--- config.mk ---
export PLATFORM = sky130hd
export DESIGN_NAME = conv_out_bank_sched
export DESIGN_NICKNAME = d
export VERILOG_FILES = /design/src/rtl/conv_out_bank_sched.sv
export SDC_FILE = /design/constraint.sdc
export NUM_CORES = 1
export LEC_CHECK = 0
export ABC_AREA = 0
export CORE_MARGIN = 8
export CORE_UTILIZATION = 45
export CTS_CLUSTER_SIZE = 14
export DETAILED_ROUTE_END_ITERATION = 10
export PLACE_DENSITY = 0.74
export SLEW_MARGIN = 0
export SYNTH_ARGS = -nofsm -noshare
export SYNTH_HDL_FRONTEND = slang
export SYNTH_SLANG_ARGS = --single-unit
export TNS_END_PERCENT = 1
--- constraint.sdc ---
create_clock -name clk -period 2.7 [get_ports clk]
set_input_delay 0.405 -clock clk [delete_from_list [all_inputs] [get_ports clk]]
set_output_delay 0.405 -clock clk [all_outputs]
set_load 0.05 [all_outputs]
--- src/rtl/conv_out_bank_sched.sv ---
// conv_out_bank_sched: round-robin write steering into NUM_BANK FIFOs and in-order drain with aligned mux select.
// Optional drop detection ports under CONV_SCHED_OVF_DET_EN.
module conv_out_bank_sched #(
    parameter int NUM_BANK   = 8,
    parameter int BANK_DEPTH = 4096,
    parameter int BANK_IDX_W = 3,
    parameter int CNT_W      = 12,
    parameter int RD_LAT     = 1
) (
    input  logic                  clk,
    input  logic                  reset,
    input  logic                  valid_in,
    input  logic [NUM_BANK-1:0]   bank_empty,
    input  logic                  out_ready,
    output logic [NUM_BANK-1:0]   bank_wr_en,
    output logic [NUM_BANK-1:0]   bank_rd_en,
    output logic [BANK_IDX_W-1:0] rd_sel,
    output logic                  valid_out,
    output logic                  frame_done
`ifdef CONV_SCHED_OVF_DET_EN
    ,
    output logic                  ovf_sticky,
    output logic [BANK_IDX_W-1:0] ovf_bank
`endif
);
    typedef enum logic {RD_WAIT, RD_RUN} state_t;
    localparam logic [CNT_W-1:0]      LAST = CNT_W'(BANK_DEPTH - 1);
    localparam logic [BANK_IDX_W-1:0] TOP  = BANK_IDX_W'(NUM_BANK - 1);

    state_t                       r_state, w_state_nxt;
    logic [BANK_IDX_W-1:0]        r_wr_bank, r_rd_bank, w_wr_bank_nxt, w_rd_bank_nxt;
    logic [CNT_W-1:0]             r_wr_cnt, r_rd_cnt;
    logic [NUM_BANK-1:0]          r_filled, w_filled_nxt;
    logic                         w_wr, w_rd, w_wr_last, w_rd_last, w_drop;
    logic [RD_LAT:0]              r_v, r_d;
    logic [RD_LAT:0][BANK_IDX_W-1:0] r_sel;

    always_comb begin
        w_wr          = valid_in & ~r_filled[r_wr_bank] & ~reset;
        w_drop        = valid_in & r_filled[r_wr_bank] & ~reset;
        w_rd          = (r_state == RD_RUN) & out_ready & ~bank_empty[r_rd_bank];
        w_wr_last     = w_wr & (r_wr_cnt == LAST);
        w_rd_last     = w_rd & (r_rd_cnt == LAST);
        w_wr_bank_nxt = (r_wr_bank == TOP) ? '0 : r_wr_bank + 1'b1;
        w_rd_bank_nxt = (r_rd_bank == TOP) ? '0 : r_rd_bank + 1'b1;
        // a bank finishing its fill this cycle is visible to the reader at once, so no wait bubble
        w_filled_nxt  = (r_filled | (NUM_BANK'(w_wr_last) << r_wr_bank)) & ~(NUM_BANK'(w_rd_last) << r_rd_bank);
        w_state_nxt   = (r_state == RD_WAIT) ? (w_filled_nxt[r_rd_bank] ? RD_RUN : RD_WAIT)
                      : ((w_rd_last && !w_filled_nxt[w_rd_bank_nxt]) ? RD_WAIT : RD_RUN);
        bank_wr_en    = NUM_BANK'(w_wr) << r_wr_bank;
        bank_rd_en    = NUM_BANK'(w_rd) << r_rd_bank;
    end

    always_ff @(posedge clk or posedge reset) begin
        if (reset) begin
            r_state   <= RD_WAIT;
            r_filled  <= '0;
            r_wr_bank <= '0;
            r_rd_bank <= '0;
            r_wr_cnt  <= '0;
            r_rd_cnt  <= '0;
            r_v       <= '0;
            r_d       <= '0;
            r_sel     <= '0;
        end else begin
            r_state  <= w_state_nxt;
            r_filled <= w_filled_nxt;
            if (w_wr) begin
                r_wr_cnt <= w_wr_last ? '0 : r_wr_cnt + 1'b1;
                if (w_wr_last) r_wr_bank <= w_wr_bank_nxt;
            end
            if (w_rd) begin
                r_rd_cnt <= w_rd_last ? '0 : r_rd_cnt + 1'b1;
                if (w_rd_last) r_rd_bank <= w_rd_bank_nxt;
            end
            // FIFO read latency plus the external output register
            r_v   <= {r_v[RD_LAT-1:0], w_rd};
            r_d   <= {r_d[RD_LAT-1:0], w_rd_last & (r_rd_bank == TOP)};
            r_sel <= {r_sel[RD_LAT-1:0], r_rd_bank};
        end
    end

    assign valid_out  = r_v[RD_LAT];
    assign frame_done = r_d[RD_LAT];
    assign rd_sel     = r_sel[RD_LAT];

`ifdef CONV_SCHED_OVF_DET_EN
    always_ff @(posedge clk or posedge reset) begin
        if (reset) begin
            ovf_sticky <= 1'b0;
            ovf_bank   <= '0;
        end else if (w_drop && !ovf_sticky) begin
            ovf_sticky <= 1'b1;
            ovf_bank   <= r_wr_bank;
        end
    end
`endif
endmodule
* After elaboration in Yosys (flattened, before gate mapping)
Index checks and enable logic that the tools add are counted.
** Storage, ports and cells
- Bits in registers :: 49
- Latch bits :: 0
- Memory bits (writable) :: 0
- Memory bits (read-only) :: 0
- Bits of input ports :: 12
- Output and inout bits :: 21
- Logic and storage cells :: 57
- Memories :: 0
** Operators by class
- $add $sub $neg :: 4
- $mul :: 0
- Divide/modulo/power cells :: 0
- $lt $le $gt $ge :: 3
- Equal/unequal tests :: 4
- Shift operators :: 4
- Multiplexer cells :: 15
- Bitwise operators :: 13
- Reductions and logical operators :: 4
** Operator list (number)
- 1-bit by 3-bit << shifter with 8-bit output :: 4
- 12-bit by 1-bit adder with 12-bit output, second input constant :: 2
- 12-bit == test, second input constant :: 2
- 12-bit two-way mux :: 2
- 1-bit binary-select mux with 3-bit select :: 4
- 3-bit by 4-bit less-than comparator with 1-bit output, second input constant :: 3
- 8-bit bitwise AND :: 1
- 8-bit inverter :: 1
- 8-bit OR :: 1
- 1-bit bitwise AND :: 7
- 1-bit two-way mux :: 7
- 3-bit by 1-bit adder with 3-bit output, second input constant :: 2
- 3-bit == test, second input constant :: 2
- 3-bit two-way mux :: 2
- 2-bit AND reduction :: 2
- 1-bit inverter :: 3
- 1-bit logical AND :: 1
- 1-bit zero test :: 1

* Logic depth before layout (Yosys ltp)
- Depth in word-level cells :: 15
- Depth in mapped cells :: 10

* Least setup slack after synthesis
OpenSTA, ideal clock, no wires.
- Kind :: register to output
- Start :: register r_wr_bank[1]
- End :: output bank_wr_en[0]
- Arrival :: 2.754 ns
- Data required time :: 2.295 ns
- Setup slack :: -0.459 ns
- Stages on the path, launching flop included :: 7
- Cell sequence :: dfrtp_1 -> buf_6 -> mux2i_1 -> mux4_2 -> buf_2 -> nand2_1 -> nor4_1
** On the way
- Word-level cells in the longest chain between the ends :: 6
** Ends and longest elaborated chain
- start: declaration :: line 31 : logic [BANK_IDX_W-1:0] r_wr_bank, r_rd_bank, w_wr_bank_nxt, w_rd_bank_nxt;
- start signal: assignment :: line 70 : if (w_wr_last) r_wr_bank <= w_wr_bank_nxt;
- 1-bit binary-select mux with 3-bit select
- 1-bit two-way mux
- 1-bit inverter :: line 39 : w_wr = valid_in & ~r_filled[r_wr_bank] & ~reset;
- 1-bit bitwise AND (2 in series) :: line 39
- 1-bit by 3-bit << shifter with 8-bit output * :: line 50 : bank_wr_en = NUM_BANK'(w_wr) << r_wr_bank;
- end: declaration :: line 15 : output logic [NUM_BANK-1:0] bank_wr_en,
Every way passes the cells marked *; elsewhere a longest branch is shown, timed or not. The select of a mux whose other input is x is not followed.

* Worst setup path after layout
- Start :: register r_wr_bank[1]
- End :: output bank_wr_en[3]
Same word-level chain as after synthesis.

==> results.yml <==
run_status:
  status: "complete, no violations"
die:
  die-area_sq_um: 8553
  core_sq_um: 5781
  die_w_um: 92.49
  start_util: 0.4554
  num_rows: 28
  io_pins: 33
  die_y_um: 92.49
layout:
  fin_util: 0.5810
  n_fill_cell: 514
  multi_input_area_sq_um: 1323
  final-seq-area_sq_um: 1226
  drive_gt1_frac: 0.1629
  nets: 330
  antenna_cells: 0
  finalNonFillerCells: 388
  area_growth_pct: 27.57
grt:
  grt_pass1_vias: 2140
  grt_overflow_total: 0
  grt_pass1_wl_um: 10210
  groute.usage.overall: 0.1470
  grt_max_degree: 39
  antenna_found_initial: 0
synthesis:
  synth-adder-area-share: 0.02852
  synth_fp_nets: 294
  synth_enable_flop_cells: 0
  synth_area_sq_um: 2633
  yosys_warnings: 0
  ys_types: 41
  synth_compound_area_frac: 0.1084
  synthFlopType: "dfrtp_1"
  async_reset_ff_frac: 1.000
  yosys.area_share.xor_xnor: 0.05323
  yosys.area_share.simple: 0.2471
  synth_cells: 276
  synth_top_family_by_area: "simple AND/OR/NAND/NOR gates"
  muxShareOfSynthArea: 0.05703
  avgSynthCellArea_sq_um: 9.538
  ys_seq_elements: 49
  synth_seq_area_share: 0.4658
power_and_ir_drop:
  ir_worst_vdd_uv: 312.5
  power-per-cell-area_nw_per_um2: 408.0
  p_leak_nw: 1.475
worst_setup_path:
  start_kind: "flop"
  reg2reg_from: "r_wr_bank[0]$_DFFE_PP0P_"
  critPathMaxFanout: 11
  reg2reg_depth: 6
  worstSetupPathType: "reg2out"
  crit_required_ns: 2.30
  r2r-end: "r_state$_DFF_PP0_"
  rrSetupSlack_ns: 0.26
  worstPathArrival_ns: 2.18
  critPathCaptureType: "output pin"
flow_run:
  max_cap_viol_count: 0
clocking:
  cts_buffer_depth: 2
  root_buffer: "clkbuf_8"
  worstSkewPairLatency_ns: 0.30
  htree_levels: 2
  cts_tree: "built"
  clk_pin_slew_ns: 0.08
  cts_sinks: 49
  cts_buffers: 5
timing:
  finClkSkew_ns: 0.006611
  timing.final.hold_violations: 0
  period_minus_slack_ns: 2.583
  slew_headroom: 0.5950
  setup_tns_ns: 0
  finalCritPeriodShare: 0.9567
  setup_viol: 0
  maxSlewViolCount: 0
  tightest_slew_ns: 0.6020
  fmax_mhz: 387.1
  rsz0062_at_grt: "yes"
  fin_hold_ws_ns: 0.3529
detailed_routing:
  via_count: 2170
  routed_wl_um: 5999
  drt_iter0_drc: 102
  wire_per_inst_um: 15.46
  ant_nets: 0
  vias_per_cell: 5.593
  detail_route.drc_violations: 0
  dr.pass1.iters: 4
min_path:
  holdPathEnd: "rd_sel[2]$_DFF_PP0_"
  min_path_cells: 0
  min_path_type: "reg2reg"
  hp-start: "r_sel[2]$_DFF_PP0_"
placement:
  dpl.hpwl_um: 4549
  placedCellCount: 380
  gp_congestion: 0.9339
  numPortBuffers: 32
==> layout make-up <==
class / count / area share
clock inverters: 1 / 0.001490
multi-input cells: 207 / 0.3938
clock buffers: 7 / 0.02869
flip-flops and latches: 49 / 0.3651
well taps: 75 / 0.02794
repair buffers: 44 / 0.1773
inverters: 5 / 0.005589
==> registers in the layout (all words and copies together), names as in the netlist <==
signal	cells
r_wr_bank	3
r_sel	3
r_rd_cnt	12
r_v	2
r_wr_cnt	12
r_filled	8
r_d	2
r_rd_bank	3
r_state	1
rd_sel	3
==> critical path: stages, from the launching register on <==
cell     delay (ns)
dfrtp_1        0.50
mux2i_1        0.23
mux4_2         0.37
nand2_1        0.23
nor3_1         0.37
buf_12         0.19
==> metrics by stage <==
step	total power, mW	cell area, sq um	setup slack, ns
5_1_grt	1.432	3358	-0.01142
4_1_cts	1.385	3343	0.1291
6_report	1.370	3358	0.1168
2_1_floorplan	0.8771	2639	-0.2883
3_3_place_gp	0.9172	3242	0.2560
3_5_place_dp	0.9248	3242	0.1687
==> cells in the mapped netlist (all sizes together) (2+ instances only) <==
cell,number,area share
nand3,6,0.011
o22ai,4,0.0095
xnor2,11,0.037
clkbuf,7,0.010
nor2,25,0.036
a22o,2,0.0067
nand4,9,0.021
nand2b,7,0.017
dfrtp,49,0.47
mux2,6,0.026
or3,3,0.0071
and3,9,0.021
nor3,13,0.025
mux2i,6,0.023
inv,5,0.0071
ha,6,0.029
and4,2,0.0067
a211o,2,0.0067
xor2,5,0.017
and2,4,0.0095
a311oi,3,0.010
buf,8,0.023
a31oi,12,0.029
a21oi,8,0.015
nand2,36,0.051
nor4,6,0.020
nor2b,4,0.0095
o21ai,8,0.015
==> layer usage <==
layer  up-vias  GRT usage  part of all wire
li1       1058          -                 -
met1      1077     0.1778              0.44
met2        28     0.2533              0.52
met3         7    0.02994             0.025
met4         0    0.05235             0.012
met5         -          0                 0
==> cells in the final DEF, fill, tap and decap left out, drive strengths merged, types with 2 or more instances in the layout <==
| cell | netlist | routed |
|---|---|---|
| nand2b | 7 | 7 |
| nor2b | 4 | 4 |
| o21ai | 8 | 8 |
| clkbuf | 7 | 7 |
| ha | 6 | 6 |
| nand4 | 9 | 9 |
| a21oi | 8 | 8 |
| dfrtp | 49 | 49 |
| nand2 | 36 | 36 |
| and4 | 2 | 2 |
| and3 | 9 | 9 |
| buf | 8 | 28 |
| o22ai | 4 | 4 |
| xnor2 | 11 | 11 |
| nand3 | 6 | 6 |
| a31oi | 12 | 12 |
| inv | 5 | 5 |
| a311oi | 3 | 3 |
| nor2 | 25 | 25 |
| xor2 | 5 | 5 |
| mux2 | 6 | 6 |
| nor4 | 6 | 6 |
| clkdlybuf4s50 | 0 | 16 |
| mux2i | 6 | 6 |
| and2 | 4 | 4 |
| a211o | 2 | 2 |
| nor3 | 13 | 13 |
| a22o | 2 | 2 |
| or3 | 3 | 3 |
==> kinds of logic (layout without fill, tap and decap cells) <==
logic type / count (synthesis) / count (layout)
flops: 49 / 49
buf+inv: 20 / 57
mux: 13 / 13
compound gates: 44 / 44
simple gates: 128 / 128
xor+xnor: 16 / 16
fa+ha+maj: 6 / 6
==> how the worst max path moves through the flow <==
stage	startpoint	to	slack [ns]	cells after the start
4_1_cts	r_wr_bank[1]$_DFFE_PP0P_	bank_wr_en[1]	0.13	5
5_1_grt	r_wr_bank[1]$_DFFE_PP0P_	bank_wr_en[3]	-0.01	5
3_3_place_gp	bank_empty[7]	bank_rd_en[1]	0.26	8
3_5_place_dp	bank_empty[7]	bank_rd_en[3]	0.17	8
6_report	r_wr_bank[1]$_DFFE_PP0P_	bank_wr_en[3]	0.12	5
2_1_floorplan	r_wr_bank[1]$_DFFE_PP0P_	bank_wr_en[4]	-0.29	8
==> what timing repair did <==
action | in CTS | in global routing
setup buffers | 0 | 0
resized for setup | 0 | 4
hold buffers | 0 | 0
setup endpoints to repair | 0 | 10
==> power by group <==
| group | internal [mW] | switching [mW] |
|---|---|---|
| combinational | 0.0518 | 0.0542 |
| clock | 0.232 | 0.230 |
| sequential | 0.765 | 0.0378 |
| total | 1.05 | 0.322 |
Power figures use the tool's default switching activity.
